$ cat config.mk
export PLATFORM = sky130hd
export DESIGN_NAME = rv_datapath
export DESIGN_NICKNAME = d
export VERILOG_FILES = /design/src/rtl/rv_pkg.sv /design/src/rtl/rv_regfile.sv /design/src/rtl/rv_datapath.sv
export SDC_FILE = /design/constraint.sdc
export NUM_CORES = 2
export LEC_CHECK = 0
export ABC_AREA = 1
export CAP_MARGIN = 0
export CORE_UTILIZATION = 33
export DETAILED_ROUTE_END_ITERATION = 7
export GPL_TIMING_DRIVEN = 0
export MAX_ROUTING_LAYER = met4
export SKIP_LAST_GASP = 1
export SLEW_MARGIN = 20
export SYNTH_ARGS = -nofsm -noshare
export SYNTH_HDL_FRONTEND = slang
export SYNTH_SLANG_ARGS = --single-unit
$ cat constraint.sdc
create_clock -name clk -period 4.41 [get_ports clk]
set_input_delay 1.1025 -clock clk [delete_from_list [all_inputs] [get_ports clk]]
set_output_delay 1.1025 -clock clk [all_outputs]
set_load 0.05 [all_outputs]
$ cat src/rtl/rv_pkg.sv
// Shared constants for the rv datapath slice: ALU operation codes, opcodes, widths.
package rv_pkg;

  localparam int XLEN  = 32;
  localparam int IMM_W = 12;

  typedef enum logic [3:0] {
    ALU_ADD  = 4'b0000,
    ALU_SLL  = 4'b0001,
    ALU_SLT  = 4'b0010,
    ALU_SLTU = 4'b0011,
    ALU_XOR  = 4'b0100,
    ALU_SRL  = 4'b0101,
    ALU_OR   = 4'b0110,
    ALU_AND  = 4'b0111,
    ALU_SUB  = 4'b1000,
    ALU_SRA  = 4'b1101
  } alu_op_e;

  localparam logic [6:0] OPC_OP_IMM = 7'h13;
  localparam logic [6:0] OPC_LUI    = 7'h37;
  localparam logic [6:0] OPC_OP     = 7'h33;

endpackage

$ cat src/rtl/rv_regfile.sv
// 32x32 register file: two asynchronous read ports, one synchronous write port.
// x0 has no storage and always reads zero.
module rv_regfile
  import rv_pkg::*;
(
  input  logic            clk,
  input  logic            rst_n,
  input  logic            we_i,
  input  logic [4:0]      waddr_i,
  input  logic [XLEN-1:0] wdata_i,
  input  logic [4:0]      raddr_a_i,
  input  logic [4:0]      raddr_b_i,
  output logic [XLEN-1:0] rdata_a_o,
  output logic [XLEN-1:0] rdata_b_o
);

  logic [XLEN-1:0] regs [32];

  assign regs[0] = '0;

  genvar gi;
  generate
    for (gi = 1; gi < 32; gi++) begin : g_reg
      logic [XLEN-1:0] reg_q;

      always_ff @(posedge clk or negedge rst_n) begin
        if (!rst_n) begin
          reg_q <= '0;
        end else if (we_i && (waddr_i == 5'(gi))) begin
          reg_q <= wdata_i;
        end
      end

      assign regs[gi] = reg_q;
    end
  endgenerate

  assign rdata_a_o = regs[raddr_a_i];
  assign rdata_b_o = regs[raddr_b_i];

endmodule

$ cat src/rtl/rv_datapath.sv
// Multi-cycle RV32I datapath: PC, IR, A/B operand latches, ALU with F latch, register file.
// Optional macro RV_DATAPATH_FLAGS_EN adds a registered {ZF,SF,CF,OF} flags output.
module rv_datapath
  import rv_pkg::*;
#(
  parameter logic [31:0] RESET_PC = 32'h0000_0000
) (
  input  logic        clk,
  input  logic        rst_n,
  input  logic        PC_Write,
  input  logic        IR_Write,
  input  logic        Reg_Write,
  input  logic        rs2_imm_s,
  input  logic        w_data_s,
  input  logic [3:0]  ALU_OP,
  input  logic [31:0] inst_rdata,
  output logic [31:0] inst_addr,
  output logic [6:0]  opcode,
  output logic [2:0]  funct3,
  output logic [6:0]  funct7,
  output logic [31:0] alu_f
`ifdef RV_DATAPATH_FLAGS_EN
 ,output logic [3:0]  flags
`endif
);

  logic [XLEN-1:0] pc_q, pc_d;
  logic [XLEN-1:0] ir_q, ir_d;
  logic [XLEN-1:0] a_q, b_q, f_q, f_d;
  logic [XLEN-1:0] rf_a, rf_b;
  logic [XLEN-1:0] imm_i, imm_u;
  logic [XLEN-1:0] op_a, op_b;
  logic [XLEN-1:0] alu_res;
  logic [XLEN-1:0] wb_data;
  logic [4:0]      rd, rs1, rs2, shamt;
  logic            rf_we;

  assign rd  = ir_q[11:7];
  assign rs1 = ir_q[19:15];
  assign rs2 = ir_q[24:20];

  assign imm_i = {{(XLEN-IMM_W){ir_q[31]}}, ir_q[31:XLEN-IMM_W]};
  assign imm_u = {ir_q[31:12], 12'b0};

  assign op_a  = a_q;
  assign op_b  = rs2_imm_s ? imm_i : b_q;
  assign shamt = op_b[4:0];

  always_comb begin
    alu_res = '0;
    case (ALU_OP)
      ALU_ADD:  alu_res = op_a + op_b;
      ALU_SUB:  alu_res = op_a - op_b;
      ALU_SLL:  alu_res = op_a << shamt;
      ALU_SLT:  alu_res = {31'b0, $signed(op_a) < $signed(op_b)};
      ALU_SLTU: alu_res = {31'b0, op_a < op_b};
      ALU_XOR:  alu_res = op_a ^ op_b;
      ALU_SRL:  alu_res = op_a >> shamt;
      ALU_SRA:  alu_res = $unsigned($signed(op_a) >>> shamt);
      ALU_OR:   alu_res = op_a | op_b;
      ALU_AND:  alu_res = op_a & op_b;
      default:  alu_res = '0;
    endcase
  end

  always_comb begin
    pc_d = pc_q;
    ir_d = ir_q;
    if (PC_Write) pc_d = pc_q + 32'd4;
    if (IR_Write) ir_d = inst_rdata;
    f_d = alu_res;
  end

  // rd/rs come from the pre-edge IR, so a coincident IR load never retargets the write.
  assign wb_data = w_data_s ? imm_u : f_q;
  assign rf_we   = Reg_Write && (rd != 5'd0);

  rv_regfile u_regfile (
    .clk       (clk),
    .rst_n     (rst_n),
    .we_i      (rf_we),
    .waddr_i   (rd),
    .wdata_i   (wb_data),
    .raddr_a_i (rs1),
    .raddr_b_i (rs2),
    .rdata_a_o (rf_a),
    .rdata_b_o (rf_b)
  );

  always_ff @(posedge clk or negedge rst_n) begin
    if (!rst_n) begin
      pc_q <= RESET_PC;
      ir_q <= '0;
      a_q  <= '0;
      b_q  <= '0;
      f_q  <= '0;
    end else begin
      pc_q <= pc_d;
      ir_q <= ir_d;
      a_q  <= rf_a;
      b_q  <= rf_b;
      f_q  <= f_d;
    end
  end

`ifdef RV_DATAPATH_FLAGS_EN
  logic [XLEN:0] add_ext, sub_ext;
  logic [3:0]    flags_q, flags_d;

  // Bit XLEN of the subtract is the borrow (set when op_a < op_b unsigned).
  assign add_ext = {1'b0, op_a} + {1'b0, op_b};
  assign sub_ext = {1'b0, op_a} - {1'b0, op_b};

  always_comb begin
    flags_d    = 4'b0;
    flags_d[3] = (alu_res == '0);
    flags_d[2] = alu_res[XLEN-1];
    if (ALU_OP == ALU_ADD) begin
      flags_d[1] = add_ext[XLEN];
      flags_d[0] = (op_a[XLEN-1] == op_b[XLEN-1]) && (add_ext[XLEN-1] != op_a[XLEN-1]);
    end else if (ALU_OP == ALU_SUB) begin
      flags_d[1] = sub_ext[XLEN];
      flags_d[0] = (op_a[XLEN-1] != op_b[XLEN-1]) && (sub_ext[XLEN-1] != op_a[XLEN-1]);
    end
  end

  always_ff @(posedge clk or negedge rst_n) begin
    if (!rst_n) flags_q <= 4'b0;
    else        flags_q <= flags_d;
  end

  assign flags = flags_q;
`endif

  assign inst_addr = pc_q;
  assign opcode    = ir_q[6:0];
  assign funct3    = ir_q[14:12];
  assign funct7    = ir_q[31:25];
  assign alu_f     = f_q;

endmodule

## After elaboration in Yosys (flattened, before gate mapping)

Cells that the tools add are included.

- Flip-flop bits (word level): 1152
- Bits in latches: 0
- Bits in writable memories: 0
- Memory bits (read-only): 0
- Input bits: 43
- Output and inout port bits: 81
- Logic and storage cells: 134
- Memories: 0

- Add/sub/neg operators: 3
- $mul: 0
- Divide/modulo/power cells: 0
- $lt $le $gt $ge: 4
- Eq/ne operators: 40
- Shift operators: 3
- Multiplexer cells: 9
- Bitwise gates (word level): 5
- Reductions and logical operators: 34

Operators by type and width:

| kind | number |
|---|---|
| $bmux W32 S5 | 2 |
| $pmux W32 S10 | 1 |
| $mux W32 | 6 |
| $eq A5 B5 Y1 const B | 16 |
| $lt A32 B32 Y1 | 2 |
| $eq A5 B4 Y1 const B | 8 |
| $add A32 B3 Y32 const B | 1 |
| $add A32 B32 Y32 | 1 |
| $and A32 B32 Y32 | 1 |
| $logic_and A1 B1 Y1 | 32 |
| $or A32 B32 Y32 | 1 |
| $shl A32 B5 Y32 | 1 |
| $shr A32 B5 Y32 | 1 |
| $sshr A32 B5 Y32 | 1 |
| $sub A32 B32 Y32 | 1 |
| $xor A32 B32 Y32 | 1 |
| $eq A5 B3 Y1 const B | 4 |
| $eq A4 B3 Y1 const B | 4 |
| $ge A6 B6 Y1 const B | 2 |
| $not A5 Y6 | 2 |
| $eq A5 B2 Y1 const B | 2 |
| $eq A4 B2 Y1 const B | 2 |
| $eq A4 B4 Y1 const B | 2 |
| $eq A5 B1 Y1 const B | 1 |
| other kinds (3) | 3 |

## Depth between registers and ports, before layout

- Word-level depth: 4
- Mapped depth: 22
- Depth with buffers taken out: 19

## By module

From an unflattened synthesis, not the netlist that was laid out.

- Cells, all modules: 10835
- Area, all modules: 71695.0 um^2

Modules (own cells, without submodules):

| module | times used | cells an instance | area each (um^2) | sequential area each (um^2) |
|---|---|---|---|---|
| rv_regfile | 1 | 8256 | 55989.9 | 24823.8 |
| rv_datapath | 1 | 2579 | 15705.1 | 3953.8 |

## Worst setup path before layout

No wires, ideal clock.

- Path kind: in2reg
- From: in rs2_imm_s
- To: reg f_q[30] (netlist: alu_f[30])
- Setup time: 0.127 ns
- Data arrival time: 3.302 ns
- Data required time: 4.283 ns
- Slack: 0.981 ns
- Cell stages on the path: 18
- Buffers on the path: 4
- Cell sequence: buf_4 > nand2_1 > nand2_2 > buf_2 > buf_1 > ha_1 > clkbuf_1 > nand2_1 > nand3_1 > nand2_1 > nand2_1 > inv_1 > o21ai_0 > nand2_1 > nand2_1 > nand2_1 > nand3_1 > nand3_1

- Longest elaborated chain between the ends: 3
- Elaborated cells on any way between the ends: 10
- Classes of those cells: add/sub (2); shift (3); mux (2); bitwise (3)

Ends and longest elaborated chain:

| item | RTL line | RTL |
|---|---|---|
| from (decl) | rv_datapath.sv:13 | `input logic rs2_imm_s,` |
| $mux W32 * | rv_datapath.sv:46 | `assign op_b = rs2_imm_s ? imm_i : b_q;` |
| $sub A32 B32 Y32, or another cell as far along | rv_datapath.sv:53 | `ALU_SUB: alu_res = op_a - op_b;` |
| $pmux W32 S10 * | rv_datapath.sv:51 | `case (ALU_OP)` |
| named net alu_res[30] | rv_datapath.sv:33 | `logic [XLEN-1:0] alu_res;` |
| to (signal assigned) | rv_datapath.sv:96 | `f_q <= '0;` |
| to (signal assigned) | rv_datapath.sv:102 | `f_q <= f_d;` |
| to (decl) | rv_datapath.sv:29 | `logic [XLEN-1:0] a_q, b_q, f_q, f_d;` |

The timed path passes the listed nets; every way through them passes the cells marked *.
A chain may end at the register's enable or synchronous reset.

## Final worst setup path

- From: reg ir_q[15]
- To: reg a_q[27]

- Longest elaborated chain between the ends: 4

Ends and longest elaborated chain:

| item | RTL line | RTL |
|---|---|---|
| from (decl) | rv_datapath.sv:28 | `logic [XLEN-1:0] ir_q, ir_d;` |
| from (signal assigned) | rv_datapath.sv:99 | `ir_q <= ir_d;` |
| $not A5 Y6 (implied by the code) | rv_regfile.sv:38 | `assign rdata_a_o = regs[raddr_a_i];` |
| $bmux W32 S5 | rv_regfile.sv:38 |  |
| $mux W32 (implied by the code) (2 in a row) | rv_regfile.sv:38 |  |
| named net rf_a[27] | rv_datapath.sv:30 | `logic [XLEN-1:0] rf_a, rf_b;` |
| to (signal assigned) | rv_datapath.sv:100 | `a_q <= rf_a;` |
| to (decl) | rv_datapath.sv:29 |  |

The timed path passes the listed nets, and every way through them passes these cells. The select of a mux whose other input is x is not followed.

==> key figures <==
Die
  • Initial cell density of the core: 0.332
  • DIE WIDTH: 456 um
  • Full die area: 208,000 um2
  • Height of the die: 456 um
  • Total core area: 205,000 um2
  • IO Count: 124
  • Number of rows created at floorplan: 166

Clocking
  • # Post-CTS Setup Buffers: 0
  • Cell at the root of the clock tree: sky130_fd_sc_hd__clkbuf_16
  • CTS max path bufs: 3
  • Level count of the clock H-tree: 4
  • Num Clock Sinks: 1,150
  • Clock-pin slew reported for the worst setup and hold paths after clock tree synthesis: 0.06 ns
  • Worst-skew pair later-pin latency: 0.86 ns
  • CTS buffer count: 144
  • Hold buffer count at CTS: 0
  • TritonCTS clock tree: built

Hold path
  • Type of the most critical hold path: in2async

Placement
  • Quantity of I/O buffers inserted on ports: 119
  • Place WS: -2.05 ns
  • Global placer's final weighted congestion: 1.10
  • Post-DP HPWL: 379 mm

Synth
  • Ranking of synthesized cells by instance count: sky130_fd_sc_hd__nand2_1, sky130_fd_sc_hd__o21ai_0, sky130_fd_sc_hd__dfrtp_1
  • Fraction of the yosys area taken by sequential cells: 0.422
  • Post-synthesis cell type with the largest combined area: sky130_fd_sc_hd__dfrtp_1
  • Top-count cell post-synth: sky130_fd_sc_hd__nand2_1
  • Synth top area share: 0.422
  • Share of synthesized flip-flops with an asynchronous set or reset: 1.00
  • Number of distinct library cells after synthesis: 47
  • Yosys warns: 0
  • Main area contributors after synthesis: sky130_fd_sc_hd__dfrtp_1, sky130_fd_sc_hd__o21ai_0, sky130_fd_sc_hd__nand2_1
  • Synthesized netlist cell count: 9,636
  • Top FF cell, synth: sky130_fd_sc_hd__dfrtp_1
  • Average cell area after synthesis: 7.07 um2
  • Number of enable flip-flop cells after synthesis: 0
  • Mapped cell area: 68,100 um2
  • Post-synthesis sequential element count: 1,150

Final layout
  • Number of nets in the finished design: 10,100
  • Util after Layout: 0.384
  • Area growth, synth to finish: 15.7%
  • Fraction of final layout cells sized beyond drive strength 1: 0.0567

GRT
  • Number of antenna violations at the first check in global routing: 78
  • Pin count of the biggest net entering global routing: 132
  • Wire length of the first global-routing pass: 654 mm
  • Number of global-route vias before repair: 73,800
  • Total gr overflow: 0
  • Global router's overall resource usage: 0.473

STA
  • Worst relative slew slack: 0.103
  • Tmin final: 4.71 ns
  • Count of endpoints failing setup in the final report: 38
  • Worst Tran Pin Value: 1.33 ns
  • Worst clock skew: 0.0519 ns
  • Post-route clock period utilization: 1.07
  • Final hold violations: 0
  • Final setup TNS: -4.37 ns
  • Pins over their slew limit: 0
  • Unrepaired setup endpoints after global routing: false
  • Final worst-path setup slack: -0.302 ns
  • Timing-limited maximum frequency: 212 MHz

Power
  • Worst VDD drop: 0.493 mV
  • Power per standard cell area: 531 nW/um2
  • Leakage: 34.3 nW

Setup path
  • Critical Path AT: 5.39 ns
  • Delay of the slowest cell on the worst path: 0.89 ns
  • Most numerous cell on the critical path: sky130_fd_sc_hd__buf_2
  • Crit path launch type: flip-flop
  • Ordered cell list for the critical path: buf_2 > buf_2 > buf_2 > clkbuf_1 > nor2_1 > o22ai_1 > nor2_1 > o22ai_1 > nand2_1 > nand2_1
  • Crit end category: flip-flop
  • Required time at the endpoint of the critical path: 5.09 ns
  • Buffers & Inverters on Critical Path: 4
  • Crit path kind: reg2reg
  • Kind of cell adding the most delay to the critical path: buffers and inverters
  • Slowest cell on the critical path: sky130_fd_sc_hd__clkbuf_1
  • Maximum net fanout on the critical path: 11

Drt
  • Total Routed Length: 493 mm
  • Remaining antenna violation count after routing: 0
  • WL per Instance: 38.6 um
  • Routed vias: 80,400
  • Number of vias per cell after detailed routing: 6.30
  • Number of DRC violations after detailed routing: 13
  • DRC violation total after the first TritonRoute iteration: 13,900
  • Number of iterations in the first detailed-routing pass: 8

Run status
  • Failing checks: design-rule violations, negative setup slack
  • Run status: finished with violations

Job
  • Max-cap violations: 0
==> power breakdown <==
part           internal, mW  total (mW)  leakage, nW  switching (mW)
sequential             12.6        14.5         15.4            1.96
combinational          3.46        14.4         16.5            10.9
clock                  7.42        12.9         2.44            5.52
total                  23.4        41.8         34.3            18.4
==> through the flow <==
stage                     instances  hold slack (ns)  area [um2]  total power, mW
final                         12800            0.118       78800             41.8
after global routing          12800            0.127       78800             42.8
after CTS                     12700            0.108       78600             40.9
after detailed placement      12500            0.470       73600             28.1
after global placement        12400            0.467       72700             28.0
after floorplan                9637            0.453       68100             21.1
==> final timing paths <==
check,cells after the start,slack (ns),from,to
worst max-delay path,10,-0.30,ir_q[15],a_q[27]
worst min register to register,1,0.48,inst_addr[31],inst_addr[31]
worst max register to register,10,-0.30,ir_q[15],a_q[27]
worst min-delay path,1,0.12,rst_n,u_regfile.g_reg[23].reg_q[31]
min in group clk,1,0.48,inst_addr[31],inst_addr[31]
max in group asynchronous,5,1.44,rst_n,alu_f[7]
==> layout make-up <==
cell class	instances	area, um2
sequential	1150	28800
clock buffer	205	4170
tap	2688	3360
fill	22100	126000
inverter	595	2240
timing repair buffer	148	1920
antenna	58	145
buffer	789	3330
clock inverter	54	817
multi-input combinational	7083	34000
==> routing by layer <==
layer,GRT usage,part of all wire
met1,0.601,0.40
met2,0.633,0.40
met3,0.159,0.13
met4,0.313,0.080
met5,-,0
==> state kept, by name, summed over array words and instances, names as in the netlist <==
register and cells:
alu_f 32, ir_q 32, b_q 32, a_q 32, inst_addr 30, u_regfile.g.reg_q 992
==> cells by family (layout without fill, tap and decap cells) <==
logic type / after synthesis / count (layout) / share of synthesized area
simple gates: 3955 / 3955 / 0.234
compound gates: 2977 / 2977 / 0.237
buf+inv: 1404 / 1791 / 0.0806
flops: 1150 / 1150 / 0.422
fa+ha+maj: 104 / 104 / 0.0193
xor+xnor: 33 / 33 / 0.00424
mux: 12 / 12 / 0.00198
other cells: 1 / 60 / 0.0000550
==> timing repair <==
| item | CTS | global route |
|---|---|---|
| setup endpoints to repair | 40 | 18 |
| pin swaps | 0 | 0 |
| gates resized for setup | 33 | 31 |
| hold endpoints to repair | 0 | 0 |
==> cell usage in the layout (no fill, tap or decap), types with 8 or more instances in the layout <==
cell type and instances:
sky130_fd_sc_hd__clkdlybuf4s50_1 117, sky130_fd_sc_hd__o41ai_1 8, sky130_fd_sc_hd__ha_1 94, sky130_fd_sc_hd__nand2_1 2360
sky130_fd_sc_hd__o21bai_1 10, sky130_fd_sc_hd__buf_2 91, sky130_fd_sc_hd__o211ai_1 184, sky130_fd_sc_hd__a221oi_1 8
sky130_fd_sc_hd__dfrtp_1 1150, sky130_fd_sc_hd__inv_2 11, sky130_fd_sc_hd__clkinv_2 17, sky130_fd_sc_hd__o21ai_0 1773
sky130_fd_sc_hd__bufinv_16 13, sky130_fd_sc_hd__nor2_2 9, sky130_fd_sc_hd__buf_4 28, sky130_fd_sc_hd__clkbuf_16 144
sky130_fd_sc_hd__nor2_1 789, sky130_fd_sc_hd__o221ai_1 68, sky130_fd_sc_hd__nand4_1 40, sky130_fd_sc_hd__buf_16 23
sky130_fd_sc_hd__clkbuf_2 100, sky130_fd_sc_hd__inv_1 577, sky130_fd_sc_hd__buf_1 33, sky130_fd_sc_hd__diode_2 58
sky130_fd_sc_hd__o22ai_1 222, sky130_fd_sc_hd__nand3_1 662, sky130_fd_sc_hd__nor3_1 48, sky130_fd_sc_hd__mux2_2 12
sky130_fd_sc_hd__nor3_2 17, sky130_fd_sc_hd__nand2_2 10, sky130_fd_sc_hd__xnor2_1 14, sky130_fd_sc_hd__clkbuf_1 560
sky130_fd_sc_hd__clkbuf_8 34, sky130_fd_sc_hd__a31oi_1 35, sky130_fd_sc_hd__ha_2 8, sky130_fd_sc_hd__a22oi_1 53
sky130_fd_sc_hd__a21oi_1 580, sky130_fd_sc_hd__xor2_1 19, sky130_fd_sc_hd__o21ai_1 25
(Power assumes the default switching activity.)
==> RTL edit, RTL diff (same settings) <==
Take the reset off `f_q` and load it in a clocked block of its own.
--- a/src/rtl/rv_datapath.sv
+++ b/src/rtl/rv_datapath.sv
@@ -93,14 +93,16 @@
       ir_q <= '0;
       a_q  <= '0;
       b_q  <= '0;
-      f_q  <= '0;
     end else begin
       pc_q <= pc_d;
       ir_q <= ir_d;
       a_q  <= rf_a;
       b_q  <= rf_b;
-      f_q  <= f_d;
     end
+  end
+
+  always_ff @(posedge clk) begin
+    f_q <= f_d;
   end
 
 `ifdef RV_DATAPATH_FLAGS_EN
Behaviour: differs if rst_n is asserted again (counterexample within 4 cycles, from zero or initial values and one cycle with rst_n low); with rst_n held inactive, the same outputs for 4 cycles.
==> RTL edit against the unedited design <==
- the flow finishes with violations (setup timing)
- worst setup slack got worse by 92 ps
- total power fell by 3.6%
- synthesized area fell by 0.24%
- final area fell by 1.1%
- sequential cell count did not move
- critical path depth did not move
- sequential share of layout area rose by 0.20 points
- fmax fell by 1.9%
- routed wire length fell by 13%
- count of clock-buffer cells in the layout fell by 9
- critical path type unchanged
==> RTL edit: results (changes against the unedited design) <==
** Outcome
- Status :: finished, violations left (unchanged)
- Violations in the final reports :: setup timing (was DRC, setup timing)

** Global routing
- The via count of the first global-routing pass came to 73431 (was 73777).
- Pin count of the biggest net entering global routing :: 137 (was 132)
- The wire length of the first global-routing pass came to 583.3 mm (was 654.1 mm).
- The number of antenna violations at the first check in global routing was 33 (was 78).
- Total routing usage reported by global routing :: 40.99% (was 47.34%)

** Finish
- The fraction of final layout cells sized beyond drive strength 1 was 4.827% (was 5.666%).
- Number of standard cells in the layout, taps in and fillers out :: 12754 (was 12770)
- Number of fill cells :: 21891 (was 22071)

** Power and ir drop
- The clock-net power is 12.4 mW (was 12.9 mW).
- The leakage component of the power was 33.80 nW (was 34.31 nW).
- The share of total power in combinational logic was 33.5% (was 34.3%).
- Clock power share :: 30.8% (was 31.0%)
- The maximum resistive drop on vdd is 439.0 uV (was 492.7 uV).

** STA
- Headroom to the max-slew limit :: 10.35% (was 10.25%)
- The number of setup violations in the final report is 18 (was 38).
- PnR worst setup slack :: -394.1 ps (was -302.4 ps)

** Placement
- DP HPWL :: 328.4 mm (was 379.2 mm)
- The worst setup slack before clock tree synthesis is -1602 ps (was -2046 ps).
- Cells after DPL :: 12457 (was 12471)
- Standard cell area after detailed placement :: 72970 um2 (was 73580 um2)

** Clocking
- Clock buffers created by TritonCTS :: 138 (was 144)
- The post-cts resize count is 15 (was 33).

** Setup path
- The data arrival time at the worst-slack endpoint came to 5380 ps (was 5390 ps).
- The worst-path maximum fanout came to 10 (was 11).
- Terminus of the critical flop-to-flop path :: b_q[28] (was a_q[27])

** Drt
- The wire length per cell after detailed routing is 33.56 um (was 38.59 um).
- DRT Pass-1 Iters :: 7 (was 8)

** Logic synthesis
- Most used standard cells in the synthesized netlist: nand2_1, o21ai_0, dfrtp_1, nor2_1, nand3_1 (unchanged).
- Main area contributors after synthesis :: dfrtp_1, o21ai_0, nand2_1 (unchanged)
- The count of unique library cells instantiated by Yosys was 48 (was 47).
[RTL edit: layer usage]
metal | global-route usage [%] | vias up | share of wire [%]
met5 | - | - | 0
li1 | - | 32993 | -
met2 | 55.50 | 6419 | 40
met1 | 50.14 | 39085 | 37
met4 | 27.64 | 0 | 8.3
met3 | 15.44 | 1430 | 14
[RTL edit: worst max path at each step]
| stage | cells after the start | slack (ps) | start | end |
|---|---|---|---|---|
| after detailed placement | 17 | -1600 | rs2_imm_s | alu_f[14] |
| after global placement | 1 | -50310 | rst_n | u_regfile.g_reg[3].reg_q[6] |
| final | 10 | -390 | ir_q[20] | b_q[28] |
| after floorplan | 18 | 990 | rs2_imm_s | alu_f[30] |
| after CTS | 17 | -10 | rs2_imm_s | alu_f[12] |
| after global routing | 9 | 2 | ir_q[21] | b_q[28] |
[RTL edit: worst max-delay path, cell delays in order, from the launching register on]
cell	delay, ps
dfrtp_1	360
buf_4	250
inv_4	330
nor2_2	170
inv_2	380
buf_2	480
clkbuf_1	720
o211ai_1	180
a21oi_1	400
nor3_1	260
a31oi_1	980
[RTL edit: final cells by class]
cell class	count	area, um2	share of cell area, %
multi-input cells	7083	33930	43.53
diodes	59	147.6	0.1894
plain buffers	799	3327	4.268
clock buffers	196	3975	5.100
clock inverters	50	775.7	0.9953
well taps	2688	3363	4.315
inverters	595	2236	2.869
flip-flops and latches	1150	28620	36.72
repair buffers	134	1573	2.018
[RTL edit: cell families after synthesis]
kind of cell / Yosys count / share of synthesized area (%)
AOI/OAI and AO/OA: 2977 / 23.79
xor gates and xnor gates: 33 / 0.4251
adders and majority gates: 104 / 1.936
buffers and inverters: 1404 / 8.080
DFF: 1150 / 42.09
muxes: 12 / 0.1988
other: 1 / 0.005516
and+or+nand+nor: 3955 / 23.47
